`src/rtl/parc_fetch_unit.sv`:
```
`timescale 1ns/1ps
// parc_fetch_unit: instruction fetch stage with a 2-entry in-order buffer.
// Requests are issued at fetch_pc; responses return in order. live_cnt tracks
// requests on the current path, drop_cnt tracks requests whose responses must
// be discarded because a redirect squashed their path.
module parc_fetch_unit (
  input  logic        clk,
  input  logic        reset,
  input  logic        redirect_val,
  input  logic [31:0] redirect_pc,
  output logic        imemreq_val,
  input  logic        imemreq_rdy,
  output logic [31:0] imemreq_msg_addr,
  input  logic        imemresp_val,
  input  logic [31:0] imemresp_msg_data,
  output logic        inst_val_Dhl,
  output logic [31:0] inst_Dhl,
  output logic [31:0] pc_Dhl,
  input  logic        inst_rdy_Dhl
);

  localparam logic [31:0] RESET_VECTOR = 32'h00080000;

  logic [31:0] fetch_pc_q, fetch_pc_d;
  logic [1:0]  live_cnt_q, live_cnt_d;
  logic [1:0]  drop_cnt_q, drop_cnt_d;
  logic [1:0]  buf_cnt_q,  buf_cnt_d;
  logic [31:0] head_pc_q,  head_pc_d;
  logic [31:0] head_inst_q, head_inst_d;
  logic [31:0] tail_pc_q,  tail_pc_d;
  logic [31:0] tail_inst_q, tail_inst_d;

  logic [2:0]  live_plus_buf;
  logic [2:0]  live_plus_drop;
  logic        fire;
  logic        deq;
  logic        keep_resp;
  logic        drop_resp;
  logic [31:0] resp_pc;
  logic [1:0]  cnt_after_deq;

  assign live_plus_buf  = {1'b0, live_cnt_q} + {1'b0, buf_cnt_q};
  assign live_plus_drop = {1'b0, live_cnt_q} + {1'b0, drop_cnt_q};

  // Throttle so that every live request is guaranteed a buffer slot and the
  // total outstanding count fits the drop counter.
  assign imemreq_val = !reset && !redirect_val &&
                       (live_plus_buf < 3'd2) && (live_plus_drop < 3'd3);
  assign imemreq_msg_addr = fetch_pc_q;
  assign fire = imemreq_val && imemreq_rdy;

  assign inst_val_Dhl = (buf_cnt_q != 2'd0);
  assign inst_Dhl     = head_inst_q;
  assign pc_Dhl       = head_pc_q;
  assign deq          = inst_val_Dhl && inst_rdy_Dhl;

  assign keep_resp = imemresp_val && !redirect_val && (drop_cnt_q == 2'd0);
  assign drop_resp = imemresp_val && !redirect_val && (drop_cnt_q != 2'd0);

  // Oldest live request was issued live_cnt words behind the current fetch_pc.
  assign resp_pc = fetch_pc_q - {28'd0, live_cnt_q, 2'b00};
  assign cnt_after_deq = deq ? (buf_cnt_q - 2'd1) : buf_cnt_q;

  // Next-state: redirect squashes everything; otherwise issue, retire, enqueue.
  always_comb begin
    fetch_pc_d  = fetch_pc_q;
    live_cnt_d  = live_cnt_q;
    drop_cnt_d  = drop_cnt_q;
    buf_cnt_d   = buf_cnt_q;
    head_pc_d   = head_pc_q;
    head_inst_d = head_inst_q;
    tail_pc_d   = tail_pc_q;
    tail_inst_d = tail_inst_q;
    if (redirect_val) begin
      fetch_pc_d = redirect_pc;
      buf_cnt_d  = 2'd0;
      live_cnt_d = 2'd0;
      drop_cnt_d = drop_cnt_q + live_cnt_q - {1'b0, imemresp_val};
    end else begin
      if (fire) begin
        fetch_pc_d = fetch_pc_q + 32'd4;
      end
      live_cnt_d = live_cnt_q + {1'b0, fire} - {1'b0, keep_resp};
      if (drop_resp) begin
        drop_cnt_d = drop_cnt_q - 2'd1;
      end
      if (deq) begin
        head_pc_d   = tail_pc_q;
        head_inst_d = tail_inst_q;
      end
      if (keep_resp) begin
        if (cnt_after_deq == 2'd0) begin
          head_pc_d   = resp_pc;
          head_inst_d = imemresp_msg_data;
        end else begin
          tail_pc_d   = resp_pc;
          tail_inst_d = imemresp_msg_data;
        end
      end
      buf_cnt_d = cnt_after_deq + {1'b0, keep_resp};
    end
  end

  // State registers; buffer payload needs no reset since buf_cnt qualifies it.
  always_ff @(posedge clk) begin
    if (reset) begin
      fetch_pc_q <= RESET_VECTOR;
      live_cnt_q <= 2'd0;
      drop_cnt_q <= 2'd0;
      buf_cnt_q  <= 2'd0;
    end else begin
      fetch_pc_q  <= fetch_pc_d;
      live_cnt_q  <= live_cnt_d;
      drop_cnt_q  <= drop_cnt_d;
      buf_cnt_q   <= buf_cnt_d;
      head_pc_q   <= head_pc_d;
      head_inst_q <= head_inst_d;
      tail_pc_q   <= tail_pc_d;
      tail_inst_q <= tail_inst_d;
    end
  end

  // A kept response must always find room once any same-cycle dequeue is done.
  a_no_overflow: assert property (@(posedge clk) disable iff (reset)
    !(keep_resp && !deq && (buf_cnt_q == 2'd2)));

endmodule

```
`config.mk`:
```
export PLATFORM = sky130hd
export DESIGN_NAME = parc_fetch_unit
export DESIGN_NICKNAME = d
export VERILOG_FILES = /design/src/rtl/parc_fetch_unit.sv
export SDC_FILE = /design/constraint.sdc
export NUM_CORES = 1
export LEC_CHECK = 0
export CORE_MARGIN = 2
export CORE_UTILIZATION = 40
export DETAILED_ROUTE_END_ITERATION = 10
export HOLD_SLACK_MARGIN = 0.08
export PLACE_DENSITY_LB_ADDON = 0.05
export SLEW_MARGIN = 20
export SYNTH_ARGS = -nofsm -noshare
export SYNTH_HDL_FRONTEND = slang
export SYNTH_SLANG_ARGS = --single-unit
export TNS_END_PERCENT = 50
```
`constraint.sdc`:
```
create_clock -name clk -period 10.47 [get_ports clk]
set_clock_uncertainty 0.1 [all_clocks]
set_input_delay 2.094 -clock clk [delete_from_list [all_inputs] [get_ports clk]]
set_output_delay 2.094 -clock clk [all_outputs]
set_load 0.01 [all_outputs]
```
==> reports/qor.yml <==
outcome: "finished clean"
syn_area_um2: 8220
crit_start: "reset"
p_per_area_nw_per_um2: 156
grt_pass1_vias: 6046
hold_viol_final: 0
r2r_end: "live_cnt_q[1]"
drt-initial-drc-count: 325
avgSynthCellArea_um2: 11.1
coreArea_um2: 20200
whs_ps: 412
synth_warnings: 0
tns_ps: 0
die_w_um: 147
cts-buffers-inserted: 17
cts_sinks: 166
endpoint_kind: "output pin"
cp_max_fo: 39
synth_ff_type: "edfxtp_1"
io_buffers: 167
antenna_found_initial: 0
setup_ws_ps: 4390
place_ws_ps: 4390
dr.pass1.iters: 7
initial_core_util: 0.407
min_path_cells: 0
grt_pass1_wl_um: 31800
min_period_ps: 6080
clock_latency_ps: 430
synthArstFlopShare: 0
clk_pin_slew_worst_paths_ps: 70
grt_usage: 0.185
num_rows: 52
num_vias: 6134
root_buffer: "clkbuf_16"
drive_above_1_share: 0.0663
final_nets: 962
fillerInstances: 1801
htreeDepth: 4
io-pin-count: 168
post_cts_buffers: 0
ys_types: 54
overflow: 0
worstSetupStartpointType: "input pin"
critPathRequiredTime_ps: 8280
antenna_left: 0
max_cap_violations: 0
ys_ff_latch: 166
cts_resized: 0
drcViolationCount: 0
die-area_um2: 21700
slew_headroom: 0.368
synth_edf_count: 128
worstHoldStart: "imemreq_msg_addr[1]"
reg2reg_depth: 12
grt_max_degree: 98
syn_nets: 828
max_slew.worst_pin.slew_ps: 948
avgRoutedWirePerCell_um: 17.1
r2r_setup_slack_ps: 6810
ir_drop_uv: 107
setup_violations: 0
synthToLayoutAreaGrowth_pct: 29.8
ys_seq_area_frac: 0.560
min_path_type: "flip-flop to flip-flop"
drt-total-wl_um: 19800
critical_path_class: "input pin to output pin"
die_height_um: 147
viasPerCell: 5.29
clk_path_buf_depth: 2
diodes: 0
postCtsHoldBufs: 0
gp_congestion: 0.852
hpwl_um: 13200
rsz0062_at_grt: "no"
r2r-start: "live_cnt_q[0]"
power.leakage_nw: 3.73
period_share: 0.581
maxSlewViolCount: 0
whs_endpoint: "tail_pc_q[1]"
cts_tree: "done"
crit_arrival_ps: 3880
fmax_mhz: 165
syn-instance-count: 743
-- cell usage after synthesis, drive strengths merged, types with 2 or more instances --
cell	number	area [um^2]
or4	5	41.3
or3	10	67.6
and4	3	26.3
a31oi	12	75.1
nand4	21	131
xnor2	16	140
o21ai	52	260
o31ai	2	15.0
a32oi	3	26.3
nor2	62	233
fa	3	60.1
ha	12	150
clkbuf	46	173
mux2	2	22.5
nand2	69	259
a211oi	8	60.1
buf	15	85.1
nand3	13	65.1
nor3	16	80.1
or2	3	18.8
nor4	16	144
edfxtp	128	3840
inv	19	71.3
xor2	24	210
nor2b	5	31.3
a21oi	20	100
o211ai	4	30.0
a41oi	2	17.5
and2	5	31.3
a22oi	3	22.5
mux2i	64	641
and3	4	25.0
dfxtp	38	761
a21o	24	180
-- worst max path at each step --
stage                   to  slack, ps  depth (start not counted)
3_5_place_dp   imemreq_val       4390                          5
3_3_place_gp   imemreq_val       4360                          5
2_1_floorplan  inst_Dhl[0]       4660                          3
4_1_cts        imemreq_val       4360                          5
6_report       imemreq_val       4390                          5
5_1_grt        imemreq_val       4300                          5
-- worst max-delay path: stages --
cell	delay (ps)
clkdlybuf4s50_1	390
buf_4	260
a211o_1	370
nor4_1	180
clkdlybuf4s50_1	580
-- routing by layer --
metal | wire length [um] | GRT usage
met1 | 9140 | 0.258
met2 | 9080 | 0.287
met3 | 1270 | 0.0391
met4 | 312 | 0.0644
met5 | 0 | 0
-- registers in the layout, summed over array words and instances (netlist names) --
signal and cells:
pc_Dhl 32, drop_cnt_q 2, buf_cnt_q 2, imemreq_msg_addr 32, tail_inst_q 32, live_cnt_q 2
tail_pc_q 32, inst_Dhl 32
-- kinds of logic after synthesis --
family,count (synthesis),synth area share
simple gates,237,0.145
buf+inv,80,0.0400
fa+ha+maj,15,0.0256
flops,166,0.560
compound gates,139,0.105
xor+xnor,40,0.0426
mux,66,0.0807
-- cell usage in the layout (no fill, tap or decap), types with 4 or more instances in the layout --
cell type        count
mux2i_1             64
buf_4                9
xor2_1              24
inv_1               19
nor2b_1              4
nand4_1             21
clkinv_4             4
edfxtp_1           128
a21o_1              24
a21oi_1             19
nor4_1               9
clkdlybuf4s50_1    167
ha_1                12
clkbuf_16           17
dfxtp_1             38
or3_1                9
o211ai_1             4
nand3_1             13
o21ai_0             52
nor4_2               7
or4_1                4
and3_1               4
inv_6                4
a31oi_1             12
nor2_1              61
and2_1               5
nand2_1             69
nor3_1              16
xnor2_1             16
a211oi_1             8
-- power by group --
group / internal (W) / switching (W)
sequential: 0.000752 / 0.0000329
combinational: 0.000125 / 0.000126
clock: 0.000358 / 0.000269
-- cell type report --
cell class	instances	area, um^2	share of cell area
clock buffer	17	425	0.0399
clock inverter	15	169	0.0158
timing repair buffer	176	1740	0.163
sequential	166	4600	0.432
tap	270	338	0.0317
multi-input combinational	497	3310	0.311
inverter	19	71.3	0.00669
-- metrics by stage --
stage	util	total power (W)	instance area, um^2	std cells
CTS	0.528	0.00168	10700	1160
global route	0.529	0.00173	10700	1160
finish	0.529	0.00166	10700	1160
floorplan	-	0.000937	8220	743
detailed placement	0.499	0.00105	10100	1128
global placement	0.499	0.00104	10100	1128
(Power assumes the default switching activity.)
